<file path="config.mk">
export PLATFORM = sky130hd
export DESIGN_NAME = repeat_seq_ctrl
export DESIGN_NICKNAME = d
export VERILOG_FILES = /design/src/rtl/repeat_seq_ctrl.sv
export SDC_FILE = /design/constraint.sdc
export NUM_CORES = 1
export LEC_CHECK = 0
export CAP_MARGIN = 20
export CORE_UTILIZATION = 49
export CTS_BUF_LIST = sky130_fd_sc_hd__clkbuf_16
export DETAILED_ROUTE_END_ITERATION = 7
export PLACE_DENSITY_LB_ADDON = 0.1
export SLEW_MARGIN = 5
export SYNTH_ARGS = -nofsm -noshare
export SYNTH_HDL_FRONTEND = slang
export SYNTH_SLANG_ARGS = --single-unit
</file>
<file path="constraint.sdc">
create_clock -name clk -period 4.1 [get_ports clk]
set_clock_uncertainty 0.1 [all_clocks]
set_input_delay 1.23 -clock clk [delete_from_list [all_inputs] [get_ports clk]]
set_output_delay 1.23 -clock clk [all_outputs]
set_load 0.02 [all_outputs]
</file>
<file path="src/rtl/repeat_seq_ctrl.sv">
`default_nettype none
// ============================================================================
// Module   : repeat_seq_ctrl
// Purpose  : Run-time controller for a repeated-value count sequencer.
//            Produces 0 (x rpt), 1 (x rpt) .. max (x rpt) in one-shot or
//            continuous mode, with start / pause / abort sequencing and
//            step / wrap / done status strobes.
// Ports    : clk, rst                  - clock, synchronous active-high reset
//            cfg_wr, cfg_max, cfg_rpt,
//            cfg_cont                  - configuration write (IDLE only)
//            start, pause, abort       - sequencing commands
//            cnt, cnt_vld              - stepped count and its qualifier
//            step, wrap, done          - one-cycle status strobes
//            busy, cfg_err             - activity flag, sticky config error
// Revision : 1.0 - initial release
// ============================================================================
module repeat_seq_ctrl #(
   parameter int N       = 4,
   parameter int RPT_W   = 4,
   parameter int DEF_MAX = 9,
   parameter int DEF_RPT = 5
) (
   input  logic             clk,
   input  logic             rst,
   input  logic             cfg_wr,
   input  logic [N-1:0]     cfg_max,
   input  logic [RPT_W-1:0] cfg_rpt,
   input  logic             cfg_cont,
   input  logic             start,
   input  logic             pause,
   input  logic             abort,
   output logic [N-1:0]     cnt,
   output logic             cnt_vld,
   output logic             step,
   output logic             wrap,
   output logic             done,
   output logic             busy,
   output logic             cfg_err
);

   localparam logic [N-1:0]     c_def_max = N'(DEF_MAX);
   localparam logic [RPT_W-1:0] c_def_rpt = RPT_W'(DEF_RPT);
   localparam logic [RPT_W-1:0] c_rcnt_1  = RPT_W'(1);

   typedef enum logic [1:0] {
      S_IDLE = 2'd0,
      S_RUN  = 2'd1,
      S_HOLD = 2'd2,
      S_DONE = 2'd3
   } state_t;

   state_t           r_state;
   state_t           w_state_nxt;
   logic [N-1:0]     r_cnt;
   logic [N-1:0]     w_cnt_nxt;
   logic [RPT_W-1:0] r_rcnt;
   logic [RPT_W-1:0] w_rcnt_nxt;
   logic             r_step;
   logic             w_step_nxt;
   logic             r_wrap;
   logic             w_wrap_nxt;
   logic [N-1:0]     r_max;
   logic [RPT_W-1:0] r_rpt;
   logic             r_cont;
   logic             r_err;
   logic             w_cfg_ok;

   // A config write is judged on the current state alone; a zero repeat
   // count would never let the sequence advance, so it is refused.
   assign w_cfg_ok = (r_state == S_IDLE) && (cfg_rpt != '0);

   always_ff @(posedge clk) begin
      if (rst) begin
         r_state <= S_IDLE;
         r_cnt   <= '0;
         r_rcnt  <= c_rcnt_1;
         r_step  <= 1'b0;
         r_wrap  <= 1'b0;
         r_max   <= c_def_max;
         r_rpt   <= c_def_rpt;
         r_cont  <= 1'b0;
         r_err   <= 1'b0;
      end else begin
         r_state <= w_state_nxt;
         r_cnt   <= w_cnt_nxt;
         r_rcnt  <= w_rcnt_nxt;
         r_step  <= w_step_nxt;
         r_wrap  <= w_wrap_nxt;
         if (cfg_wr) begin
            if (w_cfg_ok) begin
               r_max  <= cfg_max;
               r_rpt  <= cfg_rpt;
               r_cont <= cfg_cont;
               r_err  <= 1'b0;
            end else begin
               r_err  <= 1'b1;
            end
         end
      end
   end

   always_comb begin
      w_state_nxt = r_state;
      w_cnt_nxt   = r_cnt;
      w_rcnt_nxt  = r_rcnt;
      w_step_nxt  = 1'b0;
      w_wrap_nxt  = 1'b0;
      case (r_state)
         S_IDLE: begin
            w_cnt_nxt  = '0;
            w_rcnt_nxt = c_rcnt_1;
            // abort and pause outrank start, so either one blocks a launch
            if (!abort && !pause && start) begin
               w_state_nxt = S_RUN;
            end
         end
         S_RUN: begin
            if (abort) begin
               w_state_nxt = S_IDLE;
               w_cnt_nxt   = '0;
               w_rcnt_nxt  = c_rcnt_1;
            end else if (pause) begin
               // rcnt is left untouched so the resume continues mid-hold
               w_state_nxt = S_HOLD;
            end else if (r_rcnt != r_rpt) begin
               w_rcnt_nxt = r_rcnt + c_rcnt_1;
            end else if (r_cnt != r_max) begin
               w_rcnt_nxt = c_rcnt_1;
               w_cnt_nxt  = r_cnt + N'(1);
               w_step_nxt = 1'b1;
            end else if (r_cont) begin
               w_rcnt_nxt = c_rcnt_1;
               w_cnt_nxt  = '0;
               w_step_nxt = 1'b1;
               w_wrap_nxt = 1'b1;
            end else begin
               w_state_nxt = S_DONE;
               w_cnt_nxt   = '0;
               w_rcnt_nxt  = c_rcnt_1;
            end
         end
         S_HOLD: begin
            if (abort) begin
               w_state_nxt = S_IDLE;
               w_cnt_nxt   = '0;
               w_rcnt_nxt  = c_rcnt_1;
            end else if (!pause) begin
               w_state_nxt = S_RUN;
            end
         end
         S_DONE: begin
            w_state_nxt = S_IDLE;
            w_cnt_nxt   = '0;
            w_rcnt_nxt  = c_rcnt_1;
         end
         default: begin
            w_state_nxt = S_IDLE;
            w_cnt_nxt   = '0;
            w_rcnt_nxt  = c_rcnt_1;
         end
      endcase
   end

   // All outputs come straight from flops or from a decode of the state flop.
   assign cnt     = r_cnt;
   assign cnt_vld = (r_state == S_RUN);
   assign step    = r_step;
   assign wrap    = r_wrap;
   assign done    = (r_state == S_DONE);
   assign busy    = (r_state != S_IDLE);
   assign cfg_err = r_err;

endmodule
`default_nettype wire
</file>
==> summary.md <==
| Metric | Value |
|---|---|
| CTS buffer count | `3` |
| Synthesized area | `~1100 µm²` |
| Overall power | `between 0.4 and 0.5 mW` |
| Syn Area/Cell | `~9.5 µm²` |
| CTS max path bufs | `2` |
| Layout cells sized above 1 | `5.04%` |
| Num ports | `25` |
| Final setup fails | `0` |
| Area grow syn2layout | `32.4%` |
| Die width | `between 40 and 50 µm` |
| Net Count, Synth | `130` |
| Final Cycle Share | `~72%` |
| Clock Sinks | `22` |
| HPWL Detailed | `around 1700 µm` |
| Commonest non-fill, non-tap cells in the layout | `clkdlybuf4s50_1 (24), dfxtp_1 (22), nor2_1 (10)` |
| Initial antenna violation count | `0` |
| Crit Path Class | `in -> reg` |
| Part of the power in registers | `between 40 and 50%` |
| Core Footprint | `roughly 2000 µm²` |
| Die Y | `roughly 49 µm` |
| Worst hold margin | `between 300 and 400 ps` |
| Post-Layout Cell Count | `between 150 and 200` |
| Fmax | `about 340 MHz` |
| CP Data Arrival Time | `3010 ps` |
| Endpoints failing hold | `0` |
| Peak VDD IR | `between 0.0003 and 0.0004 V` |
| Power Dens Cells | `roughly 340 nW/µm²` |
| CTS tree | `done` |
| Cts hold-fix bufs | `0` |
| Top sig layer | `met4` |
| Worst-Skew Late Latency | `250 ps` |
| Leakage Power | `roughly 0.53 nW` |
| Post-CTS Resized | `0` |
| FP Rows | `16` |
| Grt ovf | `0` |
| Number of global-route vias before repair | `approximately 950` |
| Internal power | `about 0.38 mW` |
| Synthesized instance count | `113` |
| DR DRC count | `0` |
| Clk root buf | `clkbuf_16` |
| Final ANT Viol Nets | `0` |
| DRT Wirelength | `2290 µm` |
| Outcome | `finished, final reports clean` |
| H-Tree Depth | `1` |
| Routed wl met3 | `about 68 µm` |
| Max Cap Viol | `0` |
| N_diodes | `0` |
| Fill count | `164` |
| Hold path startpoint | `r_cont` |
| Worst hold path type | `reg -> reg` |
| CP Launch Type | `input pin` |
| Reg clk slew, reported paths | `about 60 ps` |
| Gate power share | `a little under an eighth` |
| Total GRT Usage | `~22%` |
| Worst r2r src | `r_rcnt[2]` |
| IO buf count | `24` |
| Crit path max fanout | `5` |
| Leading cell type in the layout, fill and taps excluded | `clkdlybuf4s50_1` |
| Nets@finish | `157` |
| Critical Path Sink Type | `flop` |
| Routability cong. | `about 0.93` |
| Critical Path RT | `a little over 4000 ps` |
| Post-CTS Setup Bufs | `0` |
| Routed len/inst | `13.8 µm` |
| Metal1 wirelength | `1100 µm` |
| Max Transition Viols Final | `0` |
| Max stage delay on crit path | `around 500 ps` |
| CP cell instances | `clkdlybuf4s50_1 > nor3b_1 > o41ai_1 > and2_1 > a211o_1` |
| Syn. warnings | `0` |
| Vias | `between 900 and 1000` |
| Switching portion of total power | `21.8%` |
| Register area share after synthesis | `41.0%` |
| Vias per inst | `about 5.8` |
| First-pass GRT wire length | `between 4000 and 5000 µm` |
| Sw Pwr | `roughly 0.11 mW` |
| Slew @ Worst Pin | `between 800 and 900 ps` |
| Largest net degree at the start of global routing | `19` |
| Normalized max-slew margin | `41.8%` |
| RSZ-0062 raised after global routing | `no` |
| Fin Setup TNS | `0 ps` |
| Clock power share | `a little over two fifths` |
| WL met2 | `around 1100 µm` |
| TritonRoute pass-1 iters | `4` |
| DRT iter0 DRCs | `14` |
| Placed Cells | `162` |
| Critical path's slowest cell | `clkdlybuf4s50_1` |
| Synth cell types | `40` |
| Setup crit start | `cfg_wr` |
| Post-layout min period | `roughly 3000 ps` |
| Initial Utilization | `between 50 and 60%` |
| Synthesized flop and latch total | `22` |
| Die area | `around 2400 µm²` |
[routing by layer]
layer,GRT usage (%),vias up
met2,38.9,24
met5,0,-
li1,-,478
met4,5.88,0
met3,2.80,2
met1,29.0,459
[cell families (layout without fill, tap and decap cells)]
group,Yosys count,after routing,share of synthesized area (%)
and+or+nand+nor,39,39,21.1
DFF,22,22,41.0
buffers and inverters,7,33,2.56
AOI/OAI and AO/OA,29,29,21.0
muxes,5,5,4.66
xor gates and xnor gates,9,9,7.34
adders and majority gates,2,2,2.33
[final timing paths]
check | endpoint | slack, ps | cells after the start
hold reg to reg | wrap | 360 | 2
hold / removal | wrap | 360 | 2
setup reg to reg | step | 2190 | 4
setup / recovery | r_max[0] | 1130 | 5
[stage by stage]
stage,setup slack [ps],instance area (µm²),utilization [%]
5_1_grt,937,1420,71.0
2_1_floorplan,1550,1070,-
3_5_place_dp,919,1340,67.1
6_report,1130,1420,71.0
3_3_place_gp,916,1340,67.1
4_1_cts,1160,1420,71.0
[critical path: cells and delay by family]
| family | cells | cell delay, ps |
|---|---|---|
| compound gates | 2 | 550 |
| buf+inv | 1 | 500 |
| simple gates | 2 | 730 |
[cell type report]
class	count	area, µm²	share of cell area [%]
inverter	4	15.0	1.06
timing repair buffer	25	248	17.4
tap	27	33.8	2.38
clock buffer	3	75.1	5.28
sequential	22	440	31.0
multi-input combinational	84	606	42.6
clock inverter	1	3.75	0.264
[power by group through the flow]
stage | Clock, mW | Combinational [mW] | Sequential, mW
floorplan | 0 | 0.0318 | 0.232
global placement | 0 | 0.0553 | 0.233
detailed placement | 0 | 0.0564 | 0.233
CTS | 0.207 | 0.0570 | 0.228
global route | 0.220 | 0.0628 | 0.229
finish | 0.205 | 0.0568 | 0.228
[sequential cells by signal (all words and copies together), names as in the netlist]
register	count
cnt	4
r_max	4
r_rcnt	4
r_rpt	4
r_state	2
cfg_err	1
r_cont	1
step	1
wrap	1
[cells in the mapped netlist, drive strengths merged]
cell type	n	area [µm²]
a31oi	2	12.5
a211oi	1	7.51
a21o	1	7.51
xor2	4	35.0
a32o	1	10.0
clkbuf	2	7.51
nor2	10	37.5
or2	2	12.5
a22oi	1	7.51
nand2	1	3.75
a41oi	3	33.8
a221o	1	10.0
buf	1	5.00
o21bai	1	7.51
o32ai	1	8.76
dfxtp	22	440
ha	2	25.0
nand2b	3	18.8
and3	1	6.26
and4	1	8.76
a211o	4	35.0
nor2b	2	12.5
o41a	2	22.5
or3	2	12.5
o2111ai	1	8.76
inv	4	15.0
nor3	3	15.0
nand3b	1	7.51
xnor2	5	43.8
nor4	2	12.5
or4b	2	20.0
nor3b	2	15.0
a21oi	5	25.0
mux2i	5	50.1
o41ai	1	8.76
nand3	2	10.0
or3b	1	8.76
o21ai	4	20.0
and2	4	25.0
Power figures use the tool's default switching activity.
